### src/rtl/serial_to_parallel_loader.sv
// Deserialiser for the register bank: gathers a framed serial stream into a
// WIDTH-bit word and presents it with a one-cycle load strobe.
module serial_to_parallel_loader #(
   parameter int WIDTH     = 8,
   parameter bit MSB_FIRST = 1'b0
) (
   input  logic             clk,
   input  logic             rst,
   input  logic             start,
   input  logic             ser_in,
   input  logic             ser_valid,
   input  logic             clr_err,
   output logic [WIDTH-1:0] par_out,
   output logic             par_valid,
   output logic             busy,
   output logic             err
);

   localparam int CW = $clog2(WIDTH);
   localparam logic [CW-1:0] LAST_BIT = CW'(WIDTH - 1);

   typedef enum logic {
      IDLE  = 1'b0,
      SHIFT = 1'b1
   } state_t;

   state_t           state_q, state_d;
   logic [CW-1:0]    count_q, count_d;
   logic [WIDTH-1:0] shreg_q, shreg_d;
   logic [WIDTH-1:0] par_out_q, par_out_d;
   logic             par_valid_q, par_valid_d;
   logic             busy_q, busy_d;
   logic             err_q, err_d;
   logic [WIDTH-1:0] shifted;

   // The incoming bit enters at the end that leaves it at its final position
   // once all WIDTH bits have been collected.
   always_comb begin
      if (MSB_FIRST) begin
         shifted = {shreg_q[WIDTH-2:0], ser_in};
      end else begin
         shifted = {ser_in, shreg_q[WIDTH-1:1]};
      end
   end

   always_comb begin
      state_d     = state_q;
      count_d     = count_q;
      shreg_d     = shreg_q;
      par_out_d   = par_out_q;
      par_valid_d = 1'b0;

      case (state_q)
         IDLE: begin
            if (start) begin
               state_d = SHIFT;
               count_d = '0;
               shreg_d = '0;
            end
         end
         SHIFT: begin
            if (ser_valid) begin
               shreg_d = shifted;
               if (count_q == LAST_BIT) begin
                  par_out_d   = shifted;
                  par_valid_d = 1'b1;
                  state_d     = IDLE;
                  count_d     = '0;
               end else begin
                  count_d = count_q + 1'b1;
               end
            end
         end
         default: begin
            state_d = IDLE;
            count_d = '0;
         end
      endcase

      busy_d = (state_d == SHIFT);

      // A start arriving mid-word takes priority over a coincident clear.
      if ((state_q == SHIFT) && start) begin
         err_d = 1'b1;
      end else if (clr_err) begin
         err_d = 1'b0;
      end else begin
         err_d = err_q;
      end
   end

   always_ff @(posedge clk or negedge rst) begin
      if (!rst) begin
         state_q     <= IDLE;
         count_q     <= '0;
         shreg_q     <= '0;
         par_out_q   <= '0;
         par_valid_q <= 1'b0;
         busy_q      <= 1'b0;
         err_q       <= 1'b0;
      end else begin
         state_q     <= state_d;
         count_q     <= count_d;
         shreg_q     <= shreg_d;
         par_out_q   <= par_out_d;
         par_valid_q <= par_valid_d;
         busy_q      <= busy_d;
         err_q       <= err_d;
      end
   end

   assign par_out   = par_out_q;
   assign par_valid = par_valid_q;
   assign busy      = busy_q;
   assign err       = err_q;

endmodule
### config.mk
export PLATFORM = sky130hd
export DESIGN_NAME = serial_to_parallel_loader
export DESIGN_NICKNAME = d
export VERILOG_FILES = /design/src/rtl/serial_to_parallel_loader.sv
export SDC_FILE = /design/constraint.sdc
export NUM_CORES = 1
export LEC_CHECK = 0
export CAP_MARGIN = 20
export CORE_ASPECT_RATIO = 0.8
export CORE_UTILIZATION = 40
export DETAILED_ROUTE_END_ITERATION = 8
export DONT_BUFFER_PORTS = 1
export REMOVE_ABC_BUFFERS = 1
export SLEW_MARGIN = 0
export SYNTH_ARGS = -nofsm -noshare
export SYNTH_HDL_FRONTEND = slang
export SYNTH_SLANG_ARGS = --single-unit
export TNS_END_PERCENT = 20
### constraint.sdc
create_clock -name clk -period 1.5 [get_ports clk]
set_input_delay 0.3 -clock clk [delete_from_list [all_inputs] [get_ports clk]]
set_output_delay 0.3 -clock clk [all_outputs]
set_load 0.05 [all_outputs]
==> impl_metrics.tcl, run 1 <==
set metrics [dict create \
    status "completed" \
    fin_setup_tns_ns 0 \
    antenna_cells 0 \
    cp_data_required_time_ns 1.69 \
    vias 557 \
    dp_slack_ns 0.0526 \
    cts_setup_buffers 0 \
    syn_avg_cell_area_sq_um 13.3 \
    post-route-util_pct 46.4 \
    cts_tree "built" \
    route.met2.wl_um 663 \
    grt.total_usage_pct 13.4 \
    antenna_found_initial 0 \
    postRouteAntennaNets 0 \
    setup_ws_ns 0.0769 \
    syn-cell-area_sq_um 947 \
    core.rowCount 15 \
    drive_above_1_share_pct 34.2 \
    drv_cap 0 \
    die_height_um 45.5 \
    dp_hpwl_um 1010 \
    route.met3.wl_um 85 \
    routabilityCongestion 0.644 \
    holdWs_ns 0.0832 \
    final_cells 101 \
    routed_wl_um 1540 \
    clock_path_buffers 2 \
    slew_viol_final 0 \
    worst_pin_slew_ns 0.965 \
    critPathArrivalTime_ns 1.61 \
    path_clk_slew_ns 0.12 \
    fp.dieArea_sq_um 2570 \
    syn_inst 71 \
    wl_met1_um 782 \
    rsz0062_at_grt "no" \
    dr.max_layer_used "met4" \
    fmax_mhz 703 \
    grt_pass1_wl_um 2480 \
    insertion_delay_ns 0.30 \
    top_level_ports 17 \
    critPathCaptureType "flip-flop" \
    setup_viol_count_final 0 \
    seq_area_frac_synth_pct 55.5 \
    start_util_pct 43.1 \
    drt_iter0_markers 13 \
    grt_overflow 0 \
    grt_pass1_vias 526 \
    grt_max_degree 22 \
    peakVddDrop_mv 1.29 \
    vias_per_cell 5.51 \
    p_leak_nw 0.474 \
    clock_skew_ns 0.0101 \
    ctsRootBufferMaster "clkbuf_4" \
    cts_sinks 21 \
    yosysWarnings 0 \
    drtPass1Iterations 4 \
    area.growth.synth_to_final_pct 7.53 \
    worstSetupPathType "flip-flop to flip-flop" \
    path_max_fanout 8 \
    wl_per_cell_um 15.3 \
    min_path_type "primary input to flip-flop" \
    final_nets 86 \
    dp_cells 96 \
    die_width_um 56.4 \
    cts-buffers-inserted 3 \
    finalCriticalPeriod_ns 1.42 \
    cp-start-kind "flip-flop" \
    core_area_sq_um 2200 \
    drc_errors 0 \
    fill_cells 216 \
    ctsHtreeMaxLevel 1 \
    post-route-period-util_pct 94.9 \
    hold_viol_final 0 \
    relSlewSlack_pct 35.4 \
    numPortBuffers 0 \
    p_per_area_nw_per_um2 2240 \
    ys_types 13 \
    synth_seq_cells 21 \
]
==> critical path, cell delays in order (launching register included) <==
cell     delay, ns
dfrtp_1       0.41
ha_1          0.20
ha_2          0.20
nand3_4       0.15
mux2_2        0.35
==> power by group <==
group | total, mW | internal (mW) | switching (mW)
sequential | 1.39 | 0.805 | 0.588
clock | 0.271 | 0.104 | 0.168
combinational | 0.617 | 0.379 | 0.238
total | 2.28 | 1.29 | 0.994
==> stage by stage <==
step                      power, mW  instance area [sq um]
after floorplan                1.85                    926
after CTS                      2.31                   1020
after detailed placement       2.02                    980
final                          2.28                   1020
after global placement         1.99                    980
after global routing           2.43                   1020
==> flip-flops by register name (all words and copies together) (netlist names) <==
register	flops
err	1
busy	1
par_valid	1
count_q	3
par_out	8
shreg_q	7
==> Yosys cell counts <==
cell,count,share of area [%]
inv_1,1,0.40
buf_2,2,1.1
nor2_1,3,1.2
dfrtp_1,21,55
nand3_4,1,1.8
buf_6,1,1.2
mux2_2,18,21
o21ai_0,5,2.6
a22o_1,6,5.5
nand2b_1,4,2.6
and3_1,1,0.66
ha_1,3,4.0
nand2_1,5,2.0
==> repair_timing <==
item	4_1_cts	5_1_grt
endpoints found under the setup margin	0	8
gates resized for setup	0	1
hold buffers	1	0
hold endpoints to repair	21	0
==> per-layer routing <==
| metal | global-route usage, % | vias up |
|---|---|---|
| li1 | - | 264 |
| met1 | 17.9 | 273 |
| met2 | 20.0 | 18 |
| met3 | 6.25 | 2 |
| met4 | 2.93 | 0 |
| met5 | 0 | - |
==> cells by family after synthesis <==
family                   count (synthesis)  share of synthesized area (%)
adder cells (fa/ha/maj)                  3                           3.96
multiplexers                            18                           21.4
AO/OA/AOI/OAI                           11                           8.19
buffers and inverters                    4                           2.64
AND/OR/NAND/NOR                         14                           8.32
flip-flops                              21                           55.5
==> worst paths after layout <==
| path | start | slack, ns | to | cells past startpoint |
|---|---|---|---|---|
| worst max-delay path | count_q[1] | 0.08 | par_out[1] | 4 |
| worst min-delay path | start | 0.08 | shreg_q[5] | 1 |
| worst max register to register | count_q[1] | 0.08 | par_out[1] | 4 |
| worst min register to register | shreg_q[1] | 0.54 | shreg_q[1] | 1 |
| max in group asynchronous | rst | 0.32 | shreg_q[1] | 1 |
| min in group asynchronous | rst | 0.58 | par_out[4] | 1 |
==> placed cells by master, fill, tap and decap left out <==
| cell type | instances |
|---|---|
| buf_4 | 3 |
| ha_1 | 2 |
| nor2_1 | 3 |
| nand3_4 | 1 |
| dlygate4sd3_1 | 1 |
| o21ai_0 | 5 |
| mux2_2 | 18 |
| clkbuf_4 | 3 |
| clkbuf_1 | 1 |
| nand2b_1 | 4 |
| dfrtp_1 | 21 |
| and3_1 | 1 |
| nand2_1 | 5 |
| ha_2 | 1 |
| inv_1 | 1 |
| a22o_1 | 6 |
==> area by class of cell <==
type	count	area [sq um]	area share, %
timing repair buffer	4	32.5	3.19
inverter	1	3.75	0.369
sequential	21	526	51.6
tap	25	31.3	3.07
multi-input combinational	46	399	39.2
clock buffer	4	26.3	2.58
Power figures use the tool's default switching activity.
==> run 2: changes to the inputs <==
--- a/config.mk
+++ b/config.mk
@@ -7,7 +7,7 @@
 export LEC_CHECK = 0
 export CAP_MARGIN = 20
 export CORE_ASPECT_RATIO = 0.8
-export CORE_UTILIZATION = 40
+export CORE_UTILIZATION = 35
 export DETAILED_ROUTE_END_ITERATION = 8
 export DONT_BUFFER_PORTS = 1
 export REMOVE_ABC_BUFFERS = 1
==> run 2 against run 1 <==
Against the previous run: first-iteration DRC count fell by 31%; final area rose by 2.2%; sequential power barely moved; power rose by 0.17%; register-to-register slack barely moved; sequential share of layout area fell by 1.0 points; clock skew fell by 0.0066 ns; fmax fell by 0.41%; via count rose by 0.36%; routed wire length rose by 4.2%; sequential cell count did not move; setup slack got worse by 0.0059 ns; critical path type unchanged; critical endpoint is now par_out[7]; highest routed layer is now met3.
==> impl_metrics.tcl, run 2 (synthesized netlist as in run 1, its figures left out) <==
set metrics [dict create \
    cts-buffers-inserted 3 \
    setup_viol_count_final 0 \
    worst_pin_slew_ns 0.474 \
    post-route-cell-area_sq_um 1040 \
    grt_pass1_wl_um 2780 \
    path_clk_slew_ns 0.11 \
    dpl_cell_area_sq_um 986 \
    p_leak_nw 0.476 \
    total_power_mw 2.29 \
    die_width_um 60.2 \
    vias 559 \
    wl_per_cell_um 14.3 \
    drc_errors 0 \
    largest_reg_flops 8 \
    route.met2.wl_um 738 \
    dp_slack_ns 0.0324 \
    wl_met1_um 751 \
    p_per_area_nw_per_um2 2200 \
    grt_pass1_vias 593 \
    ctsRootBufferMaster "clkbuf_4" \
    route.met3.wl_um 117 \
    dp_hpwl_um 1090 \
    layout.area.seq_sq_um 527 \
    dr.max_layer_used "met3" \
    relSlewSlack_pct 68.3 \
    critPathCaptureType "flip-flop" \
    postRouteAntennaNets 0 \
    multi_input_area_sq_um 399 \
    hold_viol_final 0 \
    hold_depth 1 \
    reg2reg_depth 4 \
    drtPass1Iterations 4 \
    vias_per_cell 4.99 \
    min_path_type "primary input to flip-flop" \
    dp_cells 106 \
    core.rowCount 16 \
    fin_setup_tns_ns 0 \
    cp-start-kind "flip-flop" \
    final_cell_mix "dfrtp_1 (20), mux2_2 (18), a22o_1 (6)" \
    numPortBuffers 0 \
    post-route-util_pct 41.6 \
    area.growth.synth_to_final_pct 9.91 \
    insertion_delay_ns 0.30 \
    grt_max_degree 22 \
    routed_wl_um 1610 \
    cp_data_required_time_ns 1.69 \
    path_max_fanout 8 \
    clock_skew_ns 0.00345 \
    layout_commonest_cell "dfrtp_1" \
    status "completed" \
    routabilityCongestion 0.698 \
    drive_above_1_share_pct 35.5 \
    top_level_ports 17 \
    slew_viol_final 0 \
    die_height_um 48.5 \
    setup_ws_ns 0.0710 \
    cts_tree "built" \
    worstSetupPathType "flip-flop to flip-flop" \
    antenna_cells 0 \
    critPathArrivalTime_ns 1.62 \
    fp.dieArea_sq_um 2920 \
    peakVddDrop_mv 1.03 \
    grt_overflow 0 \
    cts_sinks 21 \
    drt_iter0_markers 9 \
    ctsHtreeMaxLevel 1 \
    drv_cap 0 \
    fmax_mhz 700 \
    holdWs_ns 0.0907 \
    clock_path_buffers 2 \
    finalCriticalPeriod_ns 1.43 \
    fill_cells 248 \
    grt.total_usage_pct 12.7 \
    antenna_found_initial 0 \
    rsz0062_at_grt "no" \
    final_nets 86 \
    core_area_sq_um 2500 \
    post-route-period-util_pct 95.3 \
    start_util_pct 37.8 \
    final_cells 112 \
]
==> run 2: power by group <==
part           internal, mW  switching [mW]  leakage, nW
combinational         0.373           0.249        0.204
sequential            0.807           0.588        0.257
clock                 0.103           0.165       0.0150
==> run 2: worst max-delay path, stage by stage (launching register included) <==
cell and delay, ns:
dfrtp_1 0.41, ha_1 0.21, ha_2 0.20, nand3_4 0.15, mux2_2 0.36
==> run 2: repair_timing <==
action,4_1_cts,5_1_grt
endpoints found under the setup margin,0,9
buffers inserted,0,0
hold buffers,1,0
hold endpoints to repair,21,0
gates resized for setup,0,2
==> run 2: worst paths after layout <==
check | slack, ns | end | start
worst max-delay path | 0.07 | par_out[7] | count_q[1]
worst min-delay path | 0.09 | shreg_q[5] | start
worst max register to register | 0.07 | par_out[7] | count_q[1]
worst min register to register | 0.54 | shreg_q[1] | shreg_q[1]
max in group asynchronous | 0.82 | busy | rst
min in group asynchronous | 0.28 | par_out[2] | rst
==> run 2: layout make-up <==
| cell class | instances | share of cell area [%] |
|---|---|---|
| clock buffers | 4 | 2.52 |
| inverters | 1 | 0.361 |
| multi-input cells | 46 | 38.3 |
| flip-flops and latches | 21 | 50.6 |
| well taps | 36 | 4.33 |
| repair buffers | 4 | 3.85 |
==> run 2: metal layers <==
layer	vias to the layer above	track usage, %
met5	-	0
met4	0	1.16
met3	0	5.61
met2	18	19.4
met1	281	17.1
li1	260	-
==> run 3: changes to the inputs <==
--- a/config.mk
+++ b/config.mk
@@ -8,6 +8,7 @@
 export CAP_MARGIN = 20
 export CORE_ASPECT_RATIO = 0.8
 export CORE_UTILIZATION = 35
+export CTS_CLUSTER_SIZE = 10
 export DETAILED_ROUTE_END_ITERATION = 8
 export DONT_BUFFER_PORTS = 1
 export REMOVE_ABC_BUFFERS = 1
==> results of run 3 <==
No change in the layout: final DEF, timing and power equal those of run 2.
==> RTL edit, RTL diff (settings of run 1) <==
Set the parameter `MSB_FIRST` to 1'b1 (it was 1'b0).
--- a/src/rtl/serial_to_parallel_loader.sv
+++ b/src/rtl/serial_to_parallel_loader.sv
@@ -2,7 +2,7 @@
 // WIDTH-bit word and presents it with a one-cycle load strobe.
 module serial_to_parallel_loader #(
    parameter int WIDTH     = 8,
-   parameter bit MSB_FIRST = 1'b0
+   parameter bit MSB_FIRST = 1'b1
 ) (
    input  logic             clk,
    input  logic             rst,
Check against the original RTL: not equivalent (a bounded check fails within 10 cycles, from zero or initial values and one cycle with rst low).
==> RTL edit against run 1 <==
- global-route usage is 0.59 points lower
- final cell count decreased by 2.0%
- setup slack worse by 0.0076 ns
- cell area grew 0.37%
- clock skew down 0.0060 ns
- hold slack better by 0.0085 ns
- power up 0.10%
- sequential cell count unchanged
- synthesized area rose by 0.40%
- routed wire length down 6.0%
- largest cell class unchanged
- highest routed layer is now met3
==> RTL edit: results <==
[status]
status = finished clean

[place]
port_buffers = 0
placedCellCount = 94
place.gp.congestion = 0.7070
dp_hpwl_um = 1009
place_worst_setup_slack_ns = 0.04578
placed_area_um2 = 980.9

[routing]
num_vias = 531
drtPass1Iterations = 3
drtIter0Drc = 12
routed_wl_um = 1449
routedWlPerCell_um = 14.64

[critical_path]
crit_family = adder cells
arrival_ns = 1.63
crit_fanout = 2
cp_slowest_cell = dfrtp_1
worst_r2r_endpoint = count_q[2]
reg2reg_from = count_q[0]
r2r_cells = 4
cp_slowest_stage_delay_ns = 0.40

[synth]
synth-compound-area-share_pct = 8.553
synthMuxAreaShare_pct = 21.71
synth_common_cells = dfrtp_1 (21), mux2_2 (17), a22o_1 (7), nand2_1 (4), o21ai_0 (4)
synth_fa_ha_area_share_pct = 3.947
synthXorXnorAreaFrac_pct = 0
ys_types = 16
synthArstFlopShare_pct = 100.0
ys_seq_area_share_pct = 55.26
ys.flop_type = dfrtp_1
synth.area.top_cells = dfrtp_1 (55%), mux2_2 (20%), a22o_1 (6.4%)
synth-warning-count = 0
avgSynthCellArea_um2 = 13.78

[timing]
tightest_slew_ns = 0.9353
finClkSkew_ns = 0.004047
holdWs_ns = 0.09171

[cts]
clk_pin_slew_ns = 0.11
root_buffer = clkbuf_4
post_cts_buffers = 0
ctsLongestPathBuffers = 2
cts_max_level = 1

[grt]
grtUsageTotal_pct = 12.77
grt_pass1_vias = 516
grt_pass1_wl_um = 2408
grt_max_degree = 22

[layout]
final_nets = 84
num-fill-cells = 198
insertedDiodeCount = 0
largest_reg_flops = 8
drive_above_1_share_pct = 40.54
syn_to_final_growth_pct = 7.500

[pwr]
ir_drop_uv = 1130
power_density_nw_per_um2 = 2234
leakage_nw = 0.4791

[hold_path]
hold_class = in2reg
holdPathEnd = shreg_q[2]
worstHoldStart = start
## RTL edit: worst max path at each step
stage	start	endpoint	slack [ns]	depth (start not counted)
final	count_q[0]	count_q[2]	0.07	4
after global routing	count_q[0]	par_out[4]	0.01	4
after CTS	busy	busy	0.001	1
after detailed placement	count_q[1]	par_out[1]	0.05	4
after global placement	count_q[0]	par_out[4]	0.07	4
after floorplan	busy	par_out[6]	-0.06	2
## RTL edit: where the power goes
| group | switching (mW) | total [mW] | internal, mW |
|---|---|---|---|
| Sequential | 0.590 | 1.40 | 0.805 |
| Clock | 0.165 | 0.264 | 0.0994 |
| Combinational | 0.238 | 0.624 | 0.386 |
| Total | 0.993 | 2.28 | 1.29 |
## RTL edit: per-layer routing
metal	vias to the layer above	share of wire, %	track usage (%)
li1	256	-	-
met1	257	55	18.33
met2	18	40	16.71
met3	0	5.5	6.818
met4	0	0	2.927
met5	-	0	0
## RTL edit: area by class of cell
cell class	instances	share of cell area [%]
Inverter	1	0.3672
Tap cell	25	3.060
Sequential cell	21	51.53
Timing Repair Buffer	4	3.182
Multi-Input combinational cell	44	39.17
Clock buffer	3	2.203
Clock inverter	1	0.4896
## RTL edit: cells by family (layout without fill, tap and decap cells)
kind of cell,Yosys count,after routing
flip-flops,21,21
multiplexers,18,18
AND/OR/NAND/NOR,12,12
AO/OA/AOI/OAI,11,11
buffers and inverters,4,9
adder cells (fa/ha/maj),3,3
## RTL edit: worst register-to-register path: stages, from the launching register on
cell,delay (ns)
dfrtp_1,0.40
ha_1,0.22
ha_1,0.27
mux2_2,0.26
a22o_1,0.18
## RTL edit: what timing repair did
action / CTS / global route
hold buffers: 1 / 0
endpoints found under the hold margin: 21 / 0
resized for setup: 0 / 2
setup endpoints to repair: 0 / 8
